## src/rtl/key_debounce_pkg.sv

```systemverilog
// Shared types and sizing helpers for the key debouncer.
package key_debounce_pkg;

  typedef enum logic [1:0] {
    IDLE,
    PRESS_WAIT,
    HELD,
    RELEASE_WAIT
  } state_t;

  // Bits needed to hold values 0..max_val inclusive.
  function automatic int cnt_width(input int max_val);
    return (max_val < 2) ? 1 : $clog2(max_val + 1);
  endfunction

  function automatic int max_int(input int a, input int b);
    return (a > b) ? a : b;
  endfunction

endpackage

```

## src/rtl/sync_2ff.sv

```systemverilog
// Two-flop synchronizer for a single asynchronous bit, with a configurable reset value.
module sync_2ff #(
  parameter logic RESET_VAL = 1'b0
) (
  input  logic clk,
  input  logic reset,
  input  logic d,
  output logic q
);

  logic meta;

  // NOTE: sequential state uses non-blocking assignments so both stages update from pre-edge values.
  always_ff @(posedge clk or posedge reset) begin
    if (reset) begin
      meta <= RESET_VAL;
      q    <= RESET_VAL;
    end else begin
      meta <= d;
      q    <= meta;
    end
  end

endmodule

```

## src/rtl/key_debounce.sv

```systemverilog
// Push-button debouncer: synchronizer, stability-counter FSM, press/release strobes, press counter.
// Optional auto-repeat strobes are built when KEY_DEBOUNCE_REPEAT_EN is defined.
module key_debounce
  import key_debounce_pkg::*;
#(
  parameter int STABLE_CYCLES = 10000,
  parameter int REPEAT_DELAY  = 5000000,
  parameter int REPEAT_RATE   = 1000000
) (
  input  logic       ADC_CLK_10,
  input  logic       reset,
  input  logic       KEY,
  output logic       pressed,
  output logic       press_pulse,
  output logic       release_pulse,
  output logic       repeat_pulse,
  output logic [7:0] press_count
);

  localparam int            CW         = cnt_width(STABLE_CYCLES);
  localparam logic [CW-1:0] STABLE_MAX = CW'(STABLE_CYCLES);
  localparam logic [CW-1:0] CNT_ONE    = CW'(1);

  if (STABLE_CYCLES < 1 || REPEAT_DELAY < 1 || REPEAT_RATE < 1) begin : g_bad_cfg
    $error("key_debounce: STABLE_CYCLES, REPEAT_DELAY and REPEAT_RATE must all be >= 1");
  end

  state_t        state, state_nx;
  logic [CW-1:0] cnt, cnt_nx;
  logic          pressed_nx, press_nx, release_nx;
  logic [7:0]    count_nx;
  logic          s;  // synchronized KEY, low = pressed

  sync_2ff #(.RESET_VAL(1'b1)) u_sync (
    .clk   (ADC_CLK_10),
    .reset (reset),
    .d     (KEY),
    .q     (s)
  );

  always_ff @(posedge ADC_CLK_10 or posedge reset) begin
    if (reset) begin
      state         <= IDLE;
      cnt           <= '0;
      pressed       <= 1'b0;
      press_pulse   <= 1'b0;
      release_pulse <= 1'b0;
      press_count   <= '0;
    end else begin
      state         <= state_nx;
      cnt           <= cnt_nx;
      pressed       <= pressed_nx;
      press_pulse   <= press_nx;
      release_pulse <= release_nx;
      press_count   <= count_nx;
    end
  end

  // NOTE: every output of this block gets a default first, so no path can infer a latch.
  always_comb begin
    state_nx   = state;
    cnt_nx     = cnt;
    pressed_nx = pressed;
    press_nx   = 1'b0;
    release_nx = 1'b0;
    count_nx   = press_count;
    case (state)
      IDLE: begin
        if (!s) begin
          state_nx = PRESS_WAIT;
          cnt_nx   = CNT_ONE;
        end
      end
      PRESS_WAIT: begin
        if (s) begin
          state_nx = IDLE;
          cnt_nx   = '0;
        end else if (cnt == STABLE_MAX) begin
          state_nx   = HELD;
          pressed_nx = 1'b1;
          press_nx   = 1'b1;
          count_nx   = press_count + 8'd1;
        end else begin
          cnt_nx = cnt + CNT_ONE;
        end
      end
      HELD: begin
        if (s) begin
          state_nx = RELEASE_WAIT;
          cnt_nx   = CNT_ONE;
        end
      end
      RELEASE_WAIT: begin
        if (!s) begin
          state_nx = HELD;
          cnt_nx   = '0;
        end else if (cnt == STABLE_MAX) begin
          state_nx   = IDLE;
          cnt_nx     = '0;
          pressed_nx = 1'b0;
          release_nx = 1'b1;
        end else begin
          cnt_nx = cnt + CNT_ONE;
        end
      end
      default: begin
        state_nx = IDLE;
        cnt_nx   = '0;
      end
    endcase
  end

`ifdef KEY_DEBOUNCE_REPEAT_EN
  localparam int            RW        = cnt_width(max_int(REPEAT_DELAY, REPEAT_RATE));
  localparam logic [RW-1:0] DELAY_MAX = RW'(REPEAT_DELAY);
  localparam logic [RW-1:0] RATE_MAX  = RW'(REPEAT_RATE);
  localparam logic [RW-1:0] RPT_ONE   = RW'(1);

  logic [RW-1:0] rpt_cnt, rpt_inc, rpt_target;
  logic          rpt_armed;  // first (delayed) repeat already issued

  assign rpt_inc    = rpt_cnt + RPT_ONE;
  assign rpt_target = rpt_armed ? RATE_MAX : DELAY_MAX;

  // Counts only while staying in HELD, so it freezes across a release bounce.
  always_ff @(posedge ADC_CLK_10 or posedge reset) begin
    if (reset) begin
      rpt_cnt      <= '0;
      rpt_armed    <= 1'b0;
      repeat_pulse <= 1'b0;
    end else begin
      repeat_pulse <= 1'b0;
      if (state_nx == IDLE || (state == PRESS_WAIT && state_nx == HELD)) begin
        rpt_cnt   <= '0;
        rpt_armed <= 1'b0;
      end else if (state == HELD && state_nx == HELD) begin
        if (rpt_inc == rpt_target) begin
          rpt_cnt      <= '0;
          rpt_armed    <= 1'b1;
          repeat_pulse <= 1'b1;
        end else begin
          rpt_cnt <= rpt_inc;
        end
      end
    end
  end
`else
  assign repeat_pulse = 1'b0;
`endif

endmodule
```

## config.mk

```make
export PLATFORM = sky130hd
export DESIGN_NAME = key_debounce
export DESIGN_NICKNAME = d
export VERILOG_FILES = /design/src/rtl/key_debounce_pkg.sv /design/src/rtl/sync_2ff.sv /design/src/rtl/key_debounce.sv
export SDC_FILE = /design/constraint.sdc
export NUM_CORES = 1
export LEC_CHECK = 0
export CAP_MARGIN = 20
export CORE_UTILIZATION = 50
export DETAILED_ROUTE_END_ITERATION = 10
export PLACE_DENSITY = 0.71
export SKIP_LAST_GASP = 1
export SLEW_MARGIN = 20
export SYNTH_ARGS = -nofsm -noshare
export SYNTH_HDL_FRONTEND = slang
export SYNTH_HIERARCHICAL = 1
export SYNTH_SLANG_ARGS = --single-unit
```

## constraint.sdc

```tcl
create_clock -name ADC_CLK_10 -period 2.6 [get_ports ADC_CLK_10]
set_input_delay 0.78 -clock ADC_CLK_10 [delete_from_list [all_inputs] [get_ports ADC_CLK_10]]
set_output_delay 0.78 -clock ADC_CLK_10 [all_outputs]
set_load 0.01 [all_outputs]
```

Word-level counts from Yosys, hierarchy flattened
Cells that the tools add are included.

Bits in registers: 29. Input port bits: 3. Logic and storage cells: 54. Output and inout port bits: 12.

Equal/unequal tests: 13. Add/sub/neg operators: 2. Bitwise logic cells: 1. Mux-type cells: 24. Reduce and logical (&&, ||, !) cells: 6.

Operators with widths (count): two-way mux 14 bit (6); one-hot mux 14 bit (4 select lines) (1); adder 14 x 1 -> 14 bit, second input constant (1); equality test 14 bit, second input constant (1); two-way mux 2 bit (6); two-way mux 1 bit (9); adder 8 x 1 -> 8 bit, second input constant (1); != test 2 bit, second input constant (4); one-hot mux 2 bit (4 select lines) (1); != test 3 x 2 -> 1 bit, second input constant (2); AND reduction 3 bit (2); AND reduction 5 bit (1); equality test 2 bit, second input constant (2); != test 2 x 1 -> 1 bit, second input constant (2); AND reduction 4 bit (1); != test 3 bit, second input constant (1); equality test 2 x 1 -> 1 bit, second input constant (1); logical NOT 2 bit (1); one-hot mux 1 bit (2 select lines) (1); nonzero test 2 bit (1); inverter 1 bit (1).

Logic depth before layout (Yosys ltp)
Gate-level depths: netlist of run 1.

Depth after elaboration: 4. Depth in mapped cells: 7.

By module
The synthesis of run 1 kept the hierarchy.

Modules (own cells, without submodules): key_debounce (instances 1, area each 1576.5 µm², cells an instance 153); sync_2ff (instances 1, area each 56.3 µm², cells an instance 3).

Least setup slack after synthesis of run 1
Ideal clock, no wire load.

Path type: reg-to-reg. From: reg cnt[0]. To: reg press_count[1]. Stages on the path, launching flop included: 7. Slack: 867 ps. Required time: 2472 ps. Arrival: 1605 ps. Clock period less this slack: 1733 ps. Library setup time: 128 ps. Buffers on the path: 0. Path through: dfrtp_1 -> inv_1 -> ha_1 -> nor2b_1 -> nand4_4 -> nor3_4 -> mux2_1.

Longest elaborated chain between the ends: 2.

RTL lines: start, declared (RTL line key_debounce.sv:29) `logic [CW-1:0] cnt, cnt_nx;`; start signal, assigned (RTL line key_debounce.sv:51) `cnt <= cnt_nx;`; equality test 14 bit (RTL line key_debounce.sv:78) `end else if (cnt == STABLE_MAX) begin`; AND reduction 3 bit (no source line); end signal, assigned (RTL line key_debounce.sv:55) `press_count <= count_nx;`; end, declared (RTL line key_debounce.sv:17) `output logic [7:0] press_count`.

Every way passes these cells. A chain may end at the register's enable or synchronous reset.

Final worst setup path of run 1
From: reg press_count[0]. To: out press_count[0].

No word-level cell between the ends.

==> key figures, run 1 <==
Outcome
  • Result of the run: completed

Placed design
  • Port buffer count: 13
  • Setup slack after placement: between 600 and 700 ps
  • Final GP Congestion: 0.872
  • Half-perimeter wire length after placement: 2420 um
  • DP Cell Count: around 210

Pwr
  • Clock share of power: 33.1%
  • Leakage power figure: 0.793 nW
  • Switching Power: about 210 uW
  • Power per cell area: 431 nW/um^2
  • Power share of the combinational group: roughly 7.3%
  • Worst ir drop on vdd: 0.335 mV
  • Switch share: 26.8%
  • Seq pwr share: a little under 60%
  • Int Power: 580 uW

Yosys
  • Area of the mapped netlist: 1630 sq um
  • Top post-synthesis cells by area: sky130_fd_sc_hd__dfrtp_1 (41%), sky130_fd_sc_hd__xnor2_1 (4.3%), sky130_fd_sc_hd__dfstp_2 (3.2%), sky130_fd_sc_hd__nor4b_4 (2.9%), sky130_fd_sc_hd__nand4_1 (2.7%)
  • Fraction of registers with async set/reset: 100%
  • Gate Count Post-Synth: 156
  • Syn Area/Cell: about 10 sq um
  • Number of synthesis warnings: 6
  • Dominant synthesized flop cell: sky130_fd_sc_hd__dfrtp_1
  • Fraction of post-synthesis cell area in the top cell type by area: between 40% and 50%
  • Dominant cell by count in the synthesized netlist: sky130_fd_sc_hd__dfrtp_1
  • Synthesized netlist net count: between 150 and 200
  • Unique masters post-synth: 50
  • Post-synth EDFFs: 0
  • Most instantiated cells after synthesis: sky130_fd_sc_hd__dfrtp_1 (27), sky130_fd_sc_hd__nand2_1 (10), sky130_fd_sc_hd__inv_1 (8), sky130_fd_sc_hd__o21ai_0 (8), sky130_fd_sc_hd__xnor2_1 (8)
  • Sequential-to-total area share from yosys stat: 44.6%
  • Post-synthesis cell type with the largest combined area: sky130_fd_sc_hd__dfrtp_1
  • Number of register bits inferred by synthesis: 29

Setup path
  • Launching point of the worst reg2reg path: cnt[0]
  • Worst Path Required: between 1500 and 2000 ps
  • Slowest stage cell on the critical path: sky130_fd_sc_hd__clkdlybuf4s50_1
  • Launch point of the critical path: press_count[0]
  • Worst reg2reg path endpoint: pressed
  • Crit path max-delay family: buffers and inverters
  • Type of the setup path with the least slack: flop to output port
  • Count of buffer and inverter cells on the critical path: 1
  • Largest stage delay, worst path: approximately 580 ps
  • Depth of the most critical reg-to-reg path: 6
  • Worst-case register-to-register setup slack: 680 ps
  • Critical path peak fanout: 5
  • Cell chain of the critical path: clkdlybuf4s50_1
  • Critical path data arrival time: 1350 ps
  • Worst Setup Start Kind: flop
  • Type of element capturing the critical path: output port

Detailed routing
  • Via density: 5.82
  • Uppermost layer routed: met4
  • Average wire per cell in the routed design: 15.7 um
  • WL met3: 122 um
  • Residual DRC: 0
  • Met1 routed wirelength after detailed routing: approximately 1600 um
  • Met2 wire len: about 1600 um
  • Detailed-routing iteration count for the pre-antenna-repair pass: 4
  • Vias: 1252
  • Detailed Route Iter0 Violations: 67
  • Residual antenna-violating net count after detailed routing: 0
  • Total wire length: 3370 um

STA
  • Setup TNS after final layout: 0 ps
  • Worst Clk Skew: 8.15 ps
  • Relative slew slack: roughly three fifths
  • Setup slack after layout: 470 ps
  • Setup repair after global routing missed its margin: false
  • Number of pins exceeding their max-slew limit in the final report: 0
  • Crit share post-route: 81.9%
  • FMAX: 0.470 GHz
  • Minimum period implied by the final worst setup slack: 2130 ps
  • Endpoints failing setup: 0
  • Slew at the pin closest to its max-slew limit: slightly below 600 ps
  • Final Hold Fails: 0

Clocking
  • Number of gates resized after CTS: 0
  • Clock tree from TritonCTS: done
  • Clk_lat worst skew: 330 ps
  • Buffer type at the clock tree root: sky130_fd_sc_hd__clkbuf_4
  • Post-CTS Repair Setup Buffers: 0
  • Buffer levels on the longest clock path: 2
  • Number of H-tree levels: 2
  • Clk slew on worst S/H paths: 100 ps
  • Hold-fix buffers, CTS: 0
  • Total clock buffers created by CTS: 5
  • Clock Sinks: 29

Flow run
  • Max cap viols: 0

Final layout
  • Share of post-route cells with drive strength above 1: a little under an eighth
  • Number of inserted filler cells in the final layout: 273
  • Final Instance Count excl. Fillers: 215
  • # diodes: 0
  • Layout net count: between 150 and 200
  • Area grow syn2layout: 12.5%

Hold path
  • Launch point of the worst hold path: u_sync/meta
  • Worst min-delay path endpoint: u_sync/q
  • Worst hold path cell count: 0
  • Worst Hold Class: flop to flop

Global route
  • Combined global-route utilization of all metal layers: between 20% and 30%
  • Number of antenna violations at the first check in global routing: 0
  • Largest net degree at the start of global routing: 28
  • First-pass GRT wire length: 5700 um
  • GRT Residual Overflow: 0
  • Vias in the first global route: 1169

Floorplanning
  • Total Die Area: ~3500 sq um
  • Core Area: between 3000 and 4000 sq um
  • Initial cell density of the core: between 50% and 60%
  • Number of top-level pins: 15
  • Die Wd: slightly below 60 um
  • Site Rows: 20
  • Height of the chip: 59.1 um
==> registers in the layout (all words and copies together), names as in the netlist, named ones only <==
| signal | cells |
|---|---|
| press_pulse | 1 |
| pressed | 1 |
| release_pulse | 1 |
| cnt | 14 |
| u_sync/q | 1 |
| state | 1 |
| u_sync/meta | 1 |
| press_count | 8 |
==> cells by family (layout without fill, tap and decap cells) <==
| family | count (synthesis) | after routing | share of synthesized area [%] |
|---|---|---|---|
| AOI/OAI and AO/OA | 29 | 29 | 11.8 |
| xor gates and xnor gates | 14 | 14 | 8.81 |
| adders and majority gates | 3 | 3 | 2.30 |
| buffers and inverters | 15 | 30 | 4.52 |
| DFF | 29 | 29 | 44.6 |
| muxes | 3 | 3 | 1.92 |
| other | 1 | 1 | 0.230 |
| and+or+nand+nor | 62 | 62 | 25.8 |
==> cell type report <==
class                           instances  area [sq um]  area share (%)
Clock buffer                            5          37.5            2.04
Sequential cell                        29           728            39.6
Clock inverter                          3          17.5           0.954
Timing Repair Buffer                   14           138            7.49
Multi-Input combinational cell        112           831            45.2
Inverter                                8          30.0            1.63
Tap cell                               44          55.1            3.00
==> power groups by stage <==
stage,combinational (mW),sequential (mW),clock [mW]
3_3_place_gp,0.0570,0.480,0
2_1_floorplan,0.0477,0.473,0
4_1_cts,0.0580,0.472,0.279
5_1_grt,0.0650,0.474,0.298
3_5_place_dp,0.0576,0.480,0
6_report,0.0575,0.472,0.262
==> how the worst max path moves through the flow <==
stage	to	slack, ps	depth (start not counted)
6_report	press_count[0]	470	1
3_3_place_gp	press_count[1]	780	6
2_1_floorplan	press_count[1]	870	6
5_1_grt	press_count[0]	400	1
4_1_cts	press_count[0]	440	1
3_5_place_dp	press_count[1]	680	6
==> layer usage <==
metal,vias to the layer above,track usage [%]
met1,614,31.1
li1,605,-
met3,5,6.55
met5,-,0
met2,28,33.6
met4,0,9.52
==> cells in the final DEF (no fill, tap or decap), types with 2 or more instances in the layout <==
| master | Yosys | routed |
|---|---|---|
| sky130_fd_sc_hd__a211oi_1 | 2 | 2 |
| sky130_fd_sc_hd__a21oi_1 | 3 | 3 |
| sky130_fd_sc_hd__a31oi_1 | 3 | 3 |
| sky130_fd_sc_hd__and2_1 | 2 | 2 |
| sky130_fd_sc_hd__and3_1 | 6 | 6 |
| sky130_fd_sc_hd__and4_1 | 3 | 3 |
| sky130_fd_sc_hd__clkbuf_4 | 0 | 5 |
| sky130_fd_sc_hd__clkdlybuf4s50_1 | 0 | 13 |
| sky130_fd_sc_hd__clkinv_2 | 0 | 2 |
| sky130_fd_sc_hd__dfrtp_1 | 27 | 27 |
| sky130_fd_sc_hd__dfstp_2 | 2 | 2 |
| sky130_fd_sc_hd__ha_1 | 3 | 3 |
| sky130_fd_sc_hd__inv_1 | 8 | 8 |
| sky130_fd_sc_hd__mux2i_1 | 2 | 2 |
| sky130_fd_sc_hd__nand2_1 | 10 | 10 |
| sky130_fd_sc_hd__nand3_1 | 7 | 7 |
| sky130_fd_sc_hd__nand3b_1 | 2 | 2 |
| sky130_fd_sc_hd__nand4_1 | 7 | 7 |
| sky130_fd_sc_hd__nor2_1 | 7 | 7 |
| sky130_fd_sc_hd__nor3_1 | 2 | 2 |
| sky130_fd_sc_hd__nor4b_4 | 2 | 2 |
| sky130_fd_sc_hd__o2111ai_1 | 2 | 2 |
| sky130_fd_sc_hd__o21ai_0 | 8 | 8 |
| sky130_fd_sc_hd__o221ai_1 | 3 | 3 |
| sky130_fd_sc_hd__or3_1 | 4 | 4 |
| sky130_fd_sc_hd__or4_1 | 2 | 2 |
| sky130_fd_sc_hd__xnor2_1 | 8 | 8 |
| sky130_fd_sc_hd__xor2_1 | 4 | 4 |
==> metrics by stage <==
step                util (%)  instance area (sq um)  hold WS [ps]  total power [mW]
floorplan                  -                   1630           345             0.520
global placement        57.9                   1780           349             0.537
detailed placement      57.9                   1780           357             0.538
CTS                     59.7                   1840           373             0.808
global route            59.7                   1840           374             0.837
finish                  59.7                   1840           367             0.792
Note: power is estimated with default switching activity, not from simulation.
==> run 2, diff against run 1 <==
--- a/config.mk
+++ b/config.mk
@@ -8,7 +8,7 @@
 export CAP_MARGIN = 20
 export CORE_UTILIZATION = 50
 export DETAILED_ROUTE_END_ITERATION = 10
-export PLACE_DENSITY = 0.71
+export PLACE_DENSITY = 0.74
 export SKIP_LAST_GASP = 1
 export SLEW_MARGIN = 20
 export SYNTH_ARGS = -nofsm -noshare
==> constraint.sdc (replaced) <==
create_clock -name ADC_CLK_10 -period 1.9 [get_ports ADC_CLK_10]
set_input_delay 0.57 -clock ADC_CLK_10 [delete_from_list [all_inputs] [get_ports ADC_CLK_10]]
set_output_delay 0.57 -clock ADC_CLK_10 [all_outputs]
set_load 0.01 [all_outputs]
==> run 2 against run 1 <==
Net effect: non-clock buffer count up 11; first-iteration DRC count is 30% lower; routed wire length down 1.2%; sequential power increased by 35%; power increased by 37%; largest power group unchanged.
==> key figures, run 2 (same netlist as run 1, synthesis figures left out) <==
Pwr
  • Worst ir drop on vdd: between 0.5 and 0.6 mV
  • Leakage power figure: between 0.8 and 0.9 nW
  • Overall power after layout: 1.08 mW
  • Power per cell area: around 570 nW/um^2

Setup path
  • Count of buffer and inverter cells on the critical path: 1
  • Critical path peak fanout: 4
  • Critical path data arrival time: 1280 ps
  • Slowest stage cell on the critical path: sky130_fd_sc_hd__clkdlybuf4s50_1
  • Type of the setup path with the least slack: flop to output port
  • Type of element capturing the critical path: output port
  • Worst Path Required: 1330 ps
  • Cell chain of the critical path: clkdlybuf4s50_1
  • Crit path max-delay family: buffers and inverters
  • Largest stage delay, worst path: 560 ps
  • Worst Setup Start Kind: flop

Final layout
  • Registers with the highest flip-flop counts: cnt: 14 flops, press_count: 8 flops
  • Top library cells by usage in the layout, fill and taps aside: sky130_fd_sc_hd__dfrtp_1 (27), sky130_fd_sc_hd__clkdlybuf4s50_1 (13), sky130_fd_sc_hd__buf_4 (12)
  • # diodes: 0
  • Largest register FFs: 14
  • Final Instance Count excl. Fillers: 226
  • Share of post-route cells with drive strength above 1: approximately 16%
  • Layout net count: about 190
  • Footprint of the multi-input gates: 833 sq um
  • Number of inserted filler cells in the final layout: roughly 270
  • Area grow syn2layout: 17.3%
  • Most common cell after layout, fill and taps aside: sky130_fd_sc_hd__dfrtp_1
  • Storage cell area: 728 sq um
  • Register with the most flip-flops: cnt

Detailed routing
  • Detailed Route Iter0 Violations: between 40 and 50
  • Residual DRC: 0
  • Average wire per cell in the routed design: 14.7 um
  • Vias: 1304
  • Via density: roughly 5.8
  • Residual antenna-violating net count after detailed routing: 0
  • Total wire length: 3330 um
  • Detailed-routing iteration count for the pre-antenna-repair pass: 4

Global route
  • Combined global-route utilization of all metal layers: 22.1%
  • Number of antenna violations at the first check in global routing: 0
  • Vias in the first global route: 1223
  • First-pass GRT wire length: 5530 um
  • Largest net degree at the start of global routing: 28
  • GRT Residual Overflow: 0

STA
  • Number of pins exceeding their max-slew limit in the final report: 0
  • Setup repair after global routing missed its margin: false
  • Final Hold Fails: 0
  • Worst Clk Skew: 6.00 ps
  • Endpoints failing setup: 0
  • Crit share post-route: 97.4%
  • Setup slack after layout: 48.5 ps
  • Minimum period implied by the final worst setup slack: approximately 1900 ps
  • Setup TNS after final layout: 0 ps
  • FMAX: 0.540 GHz

Flow run
  • Max cap viols: 0

Clocking
  • Number of H-tree levels: 2
  • Total clock buffers created by CTS: 5
  • Clk slew on worst S/H paths: approximately 90 ps
  • Clock Sinks: 29
  • Hold-fix buffers, CTS: 0
  • Buffer levels on the longest clock path: 2
  • Buffer type at the clock tree root: sky130_fd_sc_hd__clkbuf_4
  • Clk_lat worst skew: 320 ps
  • Clock tree from TritonCTS: done

Floorplanning
  • Total Die Area: 3500 sq um
  • Die Wd: about 59 um
  • Initial cell density of the core: 53.0%
  • Height of the chip: 59.1 um
  • Site Rows: 20
  • Number of top-level pins: 15
  • Core Area: 3080 sq um

Placed design
  • DP Cell Count: 213
  • Half-perimeter wire length after placement: 2430 um
  • Setup slack after placement: slightly below 80 ps
  • Port buffer count: 13
  • Final GP Congestion: roughly 0.86

Outcome
  • Result of the run: completed

Hold path
  • Worst Hold Class: flop to flop
## run 2: layout make-up
type | instances | area share (%)
multi-input cells | 112 | 43.5
flip-flops and latches | 29 | 38.0
repair buffers | 25 | 11.5
well taps | 44 | 2.87
clock buffers | 8 | 2.55
inverters | 8 | 1.57
## run 2: repair_timing
| action | 4_1_cts | 5_1_grt |
|---|---|---|
| setup endpoints to repair | 2 | 5 |
| resized for setup | 0 | 1 |
| pin swaps | 0 | 1 |
| setup buffers | 2 | 3 |
| hold endpoints to repair | 0 | 0 |
## run 2: through the flow
stage          hold WS [ps]  utilization [%]  area (sq um)
2_1_floorplan           345                -          1630
3_3_place_gp            350             59.3          1830
3_5_place_dp            351             59.3          1830
4_1_cts                 368             61.4          1890
5_1_grt                 376             62.2          1920
6_report                368             62.2          1920
## run 2: final timing paths
path,startpoint,end,slack (ps),depth (start not counted)
max reg2reg,cnt[1],pressed,120,6
max,press_count[3],press_count[3],50,1
max in group asynchronous,reset,press_count[4],1010,3
min in group asynchronous,reset,u_sync/q,590,2
min reg2reg,u_sync/meta,u_sync/q,370,0
min,u_sync/meta,u_sync/q,370,0
## run 2: where the power goes
group,internal [mW],switching [mW],total [mW]
logic,0.0341,0.0603,0.0944
registers,0.628,0.0102,0.638
clock network,0.147,0.205,0.353
total,0.809,0.276,1.08
## run 2: routing by layer
| metal | vias to the layer above | routed length (um) | global-route usage [%] |
|---|---|---|---|
| met3 | 7 | 173 | 6.11 |
| met5 | - | 0 | 0 |
| met4 | 0 | 81 | 12.2 |
| met1 | 633 | 1540 | 28.3 |
| met2 | 39 | 1530 | 33.8 |
| li1 | 625 | - | - |
